==> config.mk <==
export PLATFORM = sky130hd
export DESIGN_NAME = aes_ahb_master_flat
export DESIGN_NICKNAME = d
export VERILOG_FILES = /design/src/rtl/aes_ahb_master_if.sv /design/src/rtl/aes_ahb_master.sv /design/src/flat_wrapper.sv
export SDC_FILE = /design/constraint.sdc
export NUM_CORES = 1
export LEC_CHECK = 0
export ABC_AREA = 1
export BUFFER_PORTS_ARGS = -buffer_cell sky130_fd_sc_hd__buf_2
export CORE_MARGIN = 3
export CORE_UTILIZATION = 52
export CTS_CLUSTER_SIZE = 16
export DETAILED_ROUTE_END_ITERATION = 8
export PLACE_DENSITY = 0.77
export SLEW_MARGIN = 20
export SYNTH_ARGS = -nofsm -noshare
export SYNTH_HDL_FRONTEND = slang
export SYNTH_SLANG_ARGS = --single-unit
==> constraint.sdc <==
create_clock -name HCLK -period 5.6 [get_ports HCLK]
set_input_delay 0.56 -clock HCLK [delete_from_list [all_inputs] [get_ports HCLK]]
set_output_delay 0.56 -clock HCLK [all_outputs]
set_load 0.02 [all_outputs]
==> src/rtl/aes_ahb_master_if.sv <==
// rtl/aes_ahb_master_if.sv - request/result handshakes and AHB-Lite master bus for aes_ahb_master
interface aes_ahb_master_if;
    logic         in_valid;
    logic         in_ready;
    logic [127:0] key_i;
    logic [127:0] plaintext_i;
    logic         out_valid;
    logic         out_ready;
    logic [127:0] ciphertext_o;
    logic         err_o;
    logic         busy_o;
    logic [31:0]  HADDR;
    logic [1:0]   HTRANS;
    logic         HWRITE;
    logic [2:0]   HSIZE;
    logic [2:0]   HBURST;
    logic [3:0]   HPROT;
    logic         HMASTLOCK;
    logic [31:0]  HWDATA;
    logic         HREADY;
    logic         HRESP;
    logic [31:0]  HRDATA;

    modport master (
        input  in_valid, key_i, plaintext_i, out_ready, HREADY, HRESP, HRDATA,
        output in_ready, out_valid, ciphertext_o, err_o, busy_o,
        output HADDR, HTRANS, HWRITE, HSIZE, HBURST, HPROT, HMASTLOCK, HWDATA
    );

    modport slave (
        output in_valid, key_i, plaintext_i, out_ready, HREADY, HRESP, HRDATA,
        input  in_ready, out_valid, ciphertext_o, err_o, busy_o,
        input  HADDR, HTRANS, HWRITE, HSIZE, HBURST, HPROT, HMASTLOCK, HWDATA
    );
endinterface

==> src/rtl/aes_ahb_master.sv <==
// rtl/aes_ahb_master.sv - AHB-Lite master sequencing one AES-128 encryption on a memory-mapped core
module aes_ahb_master #(
    parameter logic [31:0] BASE_ADDR  = 32'h4000_0000,
    parameter logic [15:0] POLL_LIMIT = 16'd1024
) (
    input  logic             HCLK,
    input  logic             HRESETn,
    aes_ahb_master_if.master bus
);
    typedef enum logic [1:0] {ST_IDLE, ST_ADDR, ST_DATA, ST_RESULT} state_t;

    localparam logic [1:0] HTRANS_IDLE   = 2'b00;
    localparam logic [1:0] HTRANS_NONSEQ = 2'b10;
    localparam logic [3:0] STEP_POLL     = 4'd10;
    localparam logic [3:0] STEP_READ0    = 4'd11;
    localparam logic [3:0] STEP_LAST     = 4'd14;

    state_t       r_state;
    logic [3:0]   r_step;
    logic [15:0]  r_poll_cnt;
    logic [127:0] r_key;
    logic [127:0] r_pt;
    logic [127:0] r_ct;
    logic         r_out_valid;
    logic         r_err;
    logic [31:0]  r_haddr;
    logic [31:0]  r_hwdata;
    logic [1:0]   r_htrans;
    logic         r_hwrite;

    logic [3:0]   w_issue_step;
    logic [127:0] w_src_key;
    logic [127:0] w_src_pt;
    logic         w_issue_write;
    logic [31:0]  w_issue_addr;
    logic [31:0]  w_issue_wdata;
    logic         w_poll_miss;
    logic         w_poll_timeout;
    logic [1:0]   w_rd_word;

    // Steps 0-7 key/plaintext words, 8/9 start pulse, 10 poll, 11-14 cipher words.
    function automatic logic [31:0] step_offset(input logic [3:0] s);
        if (s <= 4'd8)
            return {26'd0, s, 2'b00};
        else if (s == 4'd9)
            return 32'h0000_0020;
        else if (s == STEP_POLL)
            return 32'h0000_0034;
        else
            return {26'd0, s - 4'd2, 2'b00};
    endfunction

    function automatic logic step_is_write(input logic [3:0] s);
        return s <= 4'd9;
    endfunction

    function automatic logic [31:0] step_wdata(input logic [3:0] s, input logic [127:0] key,
                                               input logic [127:0] pt);
        if (s <= 4'd3)
            return key[{s[1:0], 5'd0} +: 32];
        else if (s <= 4'd7)
            return pt[{s[1:0], 5'd0} +: 32];
        else if (s == 4'd8)
            return 32'd1;
        else
            return 32'd0;
    endfunction

    always_comb begin
        w_poll_miss    = (r_step == STEP_POLL) && !bus.HRDATA[0];
        w_poll_timeout = (r_poll_cnt + 16'd1) == POLL_LIMIT;
        w_rd_word      = r_step[1:0] + 2'd1;
        w_src_key      = (r_state == ST_IDLE) ? bus.key_i : r_key;
        w_src_pt       = (r_state == ST_IDLE) ? bus.plaintext_i : r_pt;
        if (r_state == ST_IDLE)
            w_issue_step = 4'd0;
        else if (w_poll_miss)
            w_issue_step = STEP_POLL;
        else
            w_issue_step = r_step + 4'd1;
        w_issue_write = step_is_write(w_issue_step);
        w_issue_addr  = BASE_ADDR + step_offset(w_issue_step);
        w_issue_wdata = w_issue_write ? step_wdata(w_issue_step, w_src_key, w_src_pt) : 32'd0;
    end

    always_ff @(posedge HCLK or negedge HRESETn) begin
        if (!HRESETn) begin
            r_state     <= ST_IDLE;
            r_step      <= 4'd0;
            r_poll_cnt  <= 16'd0;
            r_key       <= '0;
            r_pt        <= '0;
            r_ct        <= '0;
            r_out_valid <= 1'b0;
            r_err       <= 1'b0;
            r_haddr     <= 32'd0;
            r_hwdata    <= 32'd0;
            r_htrans    <= HTRANS_IDLE;
            r_hwrite    <= 1'b0;
        end else begin
            case (r_state)
                ST_IDLE: begin
                    if (bus.in_valid) begin
                        r_key      <= bus.key_i;
                        r_pt       <= bus.plaintext_i;
                        r_poll_cnt <= 16'd0;
                        r_ct       <= '0;
                        r_err      <= 1'b0;
                        r_step     <= w_issue_step;
                        r_htrans   <= HTRANS_NONSEQ;
                        r_haddr    <= w_issue_addr;
                        r_hwrite   <= w_issue_write;
                        r_hwdata   <= w_issue_wdata;
                        r_state    <= ST_ADDR;
                    end
                end
                ST_ADDR: begin
                    r_htrans <= HTRANS_IDLE;
                    r_state  <= ST_DATA;
                end
                ST_DATA: begin
                    // Error response or poll exhaustion ends the sequence with no result data.
                    if (bus.HRESP || (bus.HREADY && w_poll_miss && w_poll_timeout)) begin
                        r_err    <= 1'b1;
                        r_ct     <= '0;
                        r_haddr  <= 32'd0;
                        r_hwrite <= 1'b0;
                        r_hwdata <= 32'd0;
                        r_state  <= ST_RESULT;
                    end else if (bus.HREADY) begin
                        if (r_step >= STEP_READ0)
                            r_ct[{w_rd_word, 5'd0} +: 32] <= bus.HRDATA;
                        if (w_poll_miss)
                            r_poll_cnt <= r_poll_cnt + 16'd1;
                        if (r_step == STEP_LAST) begin
                            r_haddr  <= 32'd0;
                            r_hwrite <= 1'b0;
                            r_hwdata <= 32'd0;
                            r_state  <= ST_RESULT;
                        end else begin
                            r_step   <= w_issue_step;
                            r_htrans <= HTRANS_NONSEQ;
                            r_haddr  <= w_issue_addr;
                            r_hwrite <= w_issue_write;
                            r_hwdata <= w_issue_wdata;
                            r_state  <= ST_ADDR;
                        end
                    end
                end
                ST_RESULT: begin
                    if (!r_out_valid) begin
                        r_out_valid <= 1'b1;
                    end else if (bus.out_ready) begin
                        r_out_valid <= 1'b0;
                        r_state     <= ST_IDLE;
                    end
                end
                default: r_state <= ST_IDLE;
            endcase
        end
    end

    assign bus.in_ready     = (r_state == ST_IDLE);
    assign bus.busy_o       = (r_state == ST_ADDR) || (r_state == ST_DATA);
    assign bus.out_valid    = r_out_valid;
    assign bus.err_o        = r_err;
    assign bus.ciphertext_o = r_ct;
    assign bus.HADDR        = r_haddr;
    assign bus.HTRANS       = r_htrans;
    assign bus.HWRITE       = r_hwrite;
    assign bus.HWDATA       = r_hwdata;
    assign bus.HSIZE        = 3'b010;
    assign bus.HBURST       = 3'b000;
    assign bus.HPROT        = 4'b0011;
    assign bus.HMASTLOCK    = 1'b0;
endmodule

==> src/flat_wrapper.sv <==
// flat-port wrapper written by rule: the top's interface ports become plain ports
module aes_ahb_master_flat 
#(
    parameter logic [31:0] BASE_ADDR  = 32'h4000_0000,
    parameter logic [15:0] POLL_LIMIT = 16'd1024
)
  (HCLK, HRESETn, bus_in_valid, bus_key_i, bus_plaintext_i, bus_out_ready, bus_HREADY, bus_HRESP, bus_HRDATA, bus_in_ready, bus_out_valid, bus_ciphertext_o, bus_err_o, bus_busy_o, bus_HADDR, bus_HTRANS, bus_HWRITE, bus_HSIZE, bus_HBURST, bus_HPROT, bus_HMASTLOCK, bus_HWDATA);
  aes_ahb_master_if bus_i ();
  input  logic HCLK;
  input  logic HRESETn;
  input wire logic [$bits(bus_i.in_valid)-1:0] bus_in_valid;
  input wire logic [$bits(bus_i.key_i)-1:0] bus_key_i;
  input wire logic [$bits(bus_i.plaintext_i)-1:0] bus_plaintext_i;
  input wire logic [$bits(bus_i.out_ready)-1:0] bus_out_ready;
  input wire logic [$bits(bus_i.HREADY)-1:0] bus_HREADY;
  input wire logic [$bits(bus_i.HRESP)-1:0] bus_HRESP;
  input wire logic [$bits(bus_i.HRDATA)-1:0] bus_HRDATA;
  output wire logic [$bits(bus_i.in_ready)-1:0] bus_in_ready;
  output wire logic [$bits(bus_i.out_valid)-1:0] bus_out_valid;
  output wire logic [$bits(bus_i.ciphertext_o)-1:0] bus_ciphertext_o;
  output wire logic [$bits(bus_i.err_o)-1:0] bus_err_o;
  output wire logic [$bits(bus_i.busy_o)-1:0] bus_busy_o;
  output wire logic [$bits(bus_i.HADDR)-1:0] bus_HADDR;
  output wire logic [$bits(bus_i.HTRANS)-1:0] bus_HTRANS;
  output wire logic [$bits(bus_i.HWRITE)-1:0] bus_HWRITE;
  output wire logic [$bits(bus_i.HSIZE)-1:0] bus_HSIZE;
  output wire logic [$bits(bus_i.HBURST)-1:0] bus_HBURST;
  output wire logic [$bits(bus_i.HPROT)-1:0] bus_HPROT;
  output wire logic [$bits(bus_i.HMASTLOCK)-1:0] bus_HMASTLOCK;
  output wire logic [$bits(bus_i.HWDATA)-1:0] bus_HWDATA;
  assign bus_i.in_valid = bus_in_valid;
  assign bus_i.key_i = bus_key_i;
  assign bus_i.plaintext_i = bus_plaintext_i;
  assign bus_i.out_ready = bus_out_ready;
  assign bus_i.HREADY = bus_HREADY;
  assign bus_i.HRESP = bus_HRESP;
  assign bus_i.HRDATA = bus_HRDATA;
  assign bus_in_ready = bus_i.in_ready;
  assign bus_out_valid = bus_i.out_valid;
  assign bus_ciphertext_o = bus_i.ciphertext_o;
  assign bus_err_o = bus_i.err_o;
  assign bus_busy_o = bus_i.busy_o;
  assign bus_HADDR = bus_i.HADDR;
  assign bus_HTRANS = bus_i.HTRANS;
  assign bus_HWRITE = bus_i.HWRITE;
  assign bus_HSIZE = bus_i.HSIZE;
  assign bus_HBURST = bus_i.HBURST;
  assign bus_HPROT = bus_i.HPROT;
  assign bus_HMASTLOCK = bus_i.HMASTLOCK;
  assign bus_HWDATA = bus_i.HWDATA;
  aes_ahb_master #(.BASE_ADDR(BASE_ADDR), .POLL_LIMIT(POLL_LIMIT)) u_core (.HCLK(HCLK), .HRESETn(HRESETn), .bus(bus_i));
endmodule
# == Word-level counts from Yosys, hierarchy flattened ==
# Cells that the tools add are included.
# Widths: inputs -> output; s select.
# totals
wordCells,122
inputBits,294
reg_bits,475
# op_classes
n_eq_ne,19
shifts,4
n_reduce_logical,17
mux,59
n_lt_le_gt_ge,5
addsub,6
# op_table
cell,count
$mux 128,6
$mux 32,13
$pmux 128 s2,1
$shiftx 128x8->32,2
$bwmux 128,1
$pmux 32 s2,2
$shift 32x9->128 const A,1
$shiftx 32x9->128,1
$mux 16,4
$add 31x32->32 const A,1
$pmux 16 s2,1
$mux 4,6
$eq 4x4->1 const B,5
$mux 2,10
$add 16x1->16 const B,1
$eq 16x11->1 const B,1
$reduce_and 5->1,3
$ne 2x2->1 const B,5
$mux 1,9
$neg 7->9,1
$le 4x4->1 const B,2
$pmux 2 s4,1
$pmux 4 s2,1
$reduce_and 4->1,2
other kinds (22),30

# == Logic depth before layout (Yosys ltp) ==
# logic_depth
ltp_word,13
mapped_depth,19

# == Worst setup path before layout ==
# OpenSTA, ideal clock, no wires.
# synth_timing
kind,reg-to-reg
startpoint,reg u_core.r_step[0]
endpoint,"reg u_core.r_hwdata[5], in the netlist u_core.bus.HWDATA[5]"
setup_time_ps,118
t_required_ps,5482
t_arrival_ps,2453
path_slack_ps,3029
path_stages_with_launch,16
synth_period_minus_slack_ps,2571
cell_sequence,dfrtp_1 inv_1 clkbuf_1 ha_1 clkbuf_1 inv_1 nand2_1 nand2_1 nand2_1 inv_2 clkbuf_1 nand2_1 o211ai_1 o21ai_0 nand3_1 nand2_1
# synth_via
elab_chain_cells,12
word_cells_on_any_way,24
cone_classes,add/sub: 1; order compare: 3; eq/ne: 3; shift: 2; mux: 10; reduce/logical: 5
# synth_lines
element,line,rtl
start: declaration,aes_ahb_master.sv:19,logic [3:0] r_step;
start signal: assignment,aes_ahb_master.sv:109,r_step <= w_issue_step;
start signal: assignment,aes_ahb_master.sv:141,r_step <= w_issue_step;
branches (longest 12 deep; another with $add 4x1->4),-,
end signal: assignment,aes_ahb_master.sv:113,r_hwdata <= w_issue_wdata;
end signal: assignment,aes_ahb_master.sv:145,r_hwdata <= w_issue_wdata;
end: declaration,aes_ahb_master.sv:27,logic [31:0] r_hwdata;
# Parallel ways; which one is timed is not known. The select of a mux whose other input is x is not followed.
# A chain may end at the register's enable or synchronous reset.

# == Worst setup path after layout ==
# layout_timing
startpoint,reg u_core.r_step[0]
endpoint,"reg u_core.r_ct[124], in the netlist u_core.bus.ciphertext_o[124]"
# layout_via
elab_chain_cells,8
word_cells_on_any_way,18
cone_classes,add/sub: 2; order compare: 1; eq/ne: 3; shift: 2; mux: 5; reduce/logical: 5
# layout_lines
element,line,rtl
$add 2x1->2,aes_ahb_master.sv:72,w_rd_word = r_step[1:0] + 2'd1;
$neg 7->9,aes_ahb_master.sv:132,"r_ct[{w_rd_word, 5'd0} +: 32] <= bus.HRDATA;"
$shiftx 32x9->128 / $shift 32x9->128 (equally long branches),aes_ahb_master.sv:132,
$bwmux 128,aes_ahb_master.sv:132,
$mux 128,aes_ahb_master.sv:131,if (r_step >= STEP_READ0)
$mux 128,aes_ahb_master.sv:130,end else if (bus.HREADY) begin
$mux 128,aes_ahb_master.sv:123,if (bus.HRESP || (bus.HREADY && w_poll_miss && w_poll_timeout)) begin
$pmux 128 s2,aes_ahb_master.sv:101,case (r_state)
end signal: indexed assignment,aes_ahb_master.sv:132,
end: declaration,aes_ahb_master.sv:23,logic [127:0] r_ct;
# Parallel ways exist; a longest one is shown, timed or not. The select of a mux whose other input is x is not followed.

==> results.tsv <==
stage	metric	value	unit
min_path	hold_path_class	in2reg	
drt	vias	19993	
synthesis	synthTopCellsByArea	dfrtp_1, nand2_1, mux2_2, o21ai_0, nor2_1	
cts	cts_buffer_depth	3	
grt	grt_pass1_vias	19006	
synthesis	ys_seq_area_frac	0.5154	
drt	route.detailed.drc	0	
synthesis	ys.flop_type	dfrtp_1	
setup_path	required	6.07	ns
cts	clk_latency	0.60	ns
place	dpl_cell_area	24090	µm²
place	io_buffers	464	
synthesis	ys_top_cells_by_count	nand2_1, dfrtp_1, nor2_1	
synthesis	synth_cell_types	42	
setup_path	path_class	reg2reg	
place	gp_congestion	0.9517	
grt	grt_first_pass_wirelength	113500	µm
sta	finalHoldViolCount	0	
sta	skew	0.02010	ns
floorplanning	die_y	210.3	µm
cts	cts_resized	0	
grt	grt.total_usage	0.3357	
cts	cts_tree	yes	
floorplanning	fp-row-count	74	
grt	overflow	0	
floorplanning	io_pins	504	
synthesis	yosysMostFrequentCell	nand2_1	
finish	final-seq-area	11190	µm²
synthesis	synth_top_area_share	0.5154	
sta	slew_violations	0	
finish	drive_gt1_frac	0.2423	
synthesis	syn_area	21700	µm²
cts	cts.htree.levels	2	
setup_path	start_kind	register	
power	p_total	15.06	mW
sta	final.setup.tns	0	ns
job	max-cap-violations	0	
drt	vias_per_cell	5.641	
finish	area_growth	18.31	%
drt	routed_wl	75930	µm
drt	ant_nets	0	
cts	cts_buffers	48	
finish	nets	3267	
floorplanning	die_area	44230	µm²
finish	n_fill_cell	3579	
grt	grt_antenna_before_repair	24	
cts	clockRootBuffer	clkbuf_16	
synthesis	synthArstFlopShare	1.000	
synthesis	avgSynthCellArea	8.406	µm²
finish	multi_input_area	8915	µm²
finish	design_area	25680	µm²
synthesis	synth-seq-cells	447	
drt	drtPass1Iterations	6	
synthesis	netlist_instances	2582	
place	place_hpwl	55160	µm
sta	fin_crit_sh	0.8076	
setup_path	critPathMaxFanout	33	
sta	fin_crit	4.522	ns
sta	setup_viol	0	
drt	routedWlPerCell	21.43	µm
synthesis	yosysWarnings	0	
synthesis	synth.largest_area_cell	dfrtp_1	
synthesis	synth-edff-count	0	
floorplanning	start_util	0.5292	
power	leakage	13.57	nW
sta	holdWs	0.1881	ns
power	irDropWorstVdd	0.0003785	V
setup_path	cp_data_arrival_time	4.99	ns
cts	cts.sinks	447	
outcome	status	completed	
sta	max_freq	221.1	MHz
grt	grt_max_degree	225	
cts	clkTransAtPathRegs	0.06	ns
sta	slew_headroom	0.2239	
floorplanning	fp.dieW	210.3	µm
finish	final_core_util	0.6260	
sta	rsz0062_at_grt	no	
drt	drt_iter0_drc	2595	
setup_path	end_kind	register	
power	cellPowerDensity	586.6	nW/µm²
sta	worstMarginPinSlew	1.163	ns
floorplanning	core-area	41020	µm²
[area by class of cell]
class | instances | area share
repair buffers | 488 | 0.09940
multi-input cells | 1766 | 0.3472
inverters | 209 | 0.03055
clock buffers | 74 | 0.05647
well taps | 532 | 0.02592
flip-flops and latches | 447 | 0.4356
clock inverters | 8 | 0.002924
diodes | 20 | 0.001949
[registers in the layout (all words and copies together) (netlist names), 2 cells and up]
| signal | count |
|---|---|
| u_core.r_step | 4 |
| u_core.r_key | 128 |
| u_core.bus.HWDATA | 32 |
| u_core.bus.ciphertext_o | 128 |
| u_core.r_pt | 128 |
| u_core.r_state | 2 |
| u_core.bus.HADDR | 5 |
| u_core.r_poll_cnt | 16 |
[worst max-delay path: stages, from the launching register on]
cell,delay (ns)
dfrtp_1,0.80
inv_1,0.44
ha_1,0.33
nand2_1,0.07
inv_1,0.05
nand2_1,0.21
nor2_1,0.09
nand2_1,0.06
nor2_1,0.04
nand3_1,0.08
nor2_2,0.05
nand2_4,0.13
nand3_4,0.11
nand3_2,0.55
clkinv_1,0.98
nand2_1,0.30
nand2_1,0.07
[routing by layer]
layer | global-route usage | vias up | part of all wire
met2 | 0.5268 | 1099 | 0.47
met5 | 0 | - | 0.00084
met1 | 0.4335 | 9561 | 0.37
met4 | 0.1893 | 10 | 0.063
li1 | - | 9085 | -
met3 | 0.07695 | 238 | 0.095
[final timing paths]
| kind | slack [ns] | depth (start not counted) | startpoint | to |
|---|---|---|---|---|
| worst max-delay path | 1.08 | 16 | u_core.r_step[0] | u_core.bus.ciphertext_o[124] |
| worst min-delay path | 0.19 | 2 | bus_key_i[57] | u_core.r_key[57] |
| worst max register to register | 1.08 | 16 | u_core.r_step[0] | u_core.bus.ciphertext_o[124] |
| worst min register to register | 0.47 | 2 | u_core.bus.ciphertext_o[79] | u_core.bus.ciphertext_o[79] |
| max in group asynchronous | 3.91 | 3 | HRESETn | u_core.r_key[51] |
| min in group asynchronous | 0.50 | 2 | HRESETn | u_core.bus.out_valid |
[cell usage in the layout, fill, tap and decap left out, types with 23 or more instances in the layout]
| cell | count |
|---|---|
| o21ai_1 | 23 |
| nor2_1 | 207 |
| nand2_1 | 750 |
| nand3_1 | 146 |
| nor3_1 | 32 |
| dfrtp_1 | 447 |
| buf_2 | 463 |
| nand4_1 | 24 |
| mux2_2 | 138 |
| o211ai_1 | 36 |
| inv_1 | 198 |
| conb_1 | 39 |
| o21ai_0 | 185 |
| a21oi_1 | 103 |
| clkbuf_16 | 49 |
[cells by family after synthesis]
group	share of synthesized area
other	0.0003460
muxes	0.07160
DFF	0.5154
xor gates and xnor gates	0.0008072
buffers and inverters	0.08145
adders and majority gates	0.007494
and+or+nand+nor	0.2231
AOI/OAI and AO/OA	0.09984
[where the power goes]
part	internal, mW	switching [mW]	total, mW
Clock	1.82	1.31	3.12
Sequential	4.38	0.766	5.14
Combinational	2.12	4.67	6.80
Total	8.32	6.75	15.1
[per-stage QoR]
step,cells,worst slack (ns)
after floorplan,2619,3.029
after global placement,3441,1.469
after detailed placement,3441,1.268
after CTS,3524,1.228
after global routing,3540,0.6224
final,3544,1.078
[timing repair]
| item | CTS | global route |
|---|---|---|
| endpoints found under the hold margin | 54 | 0 |
| setup buffers | 0 | 0 |
| hold buffers | 1 | 0 |
Power figures use the tool's default switching activity.
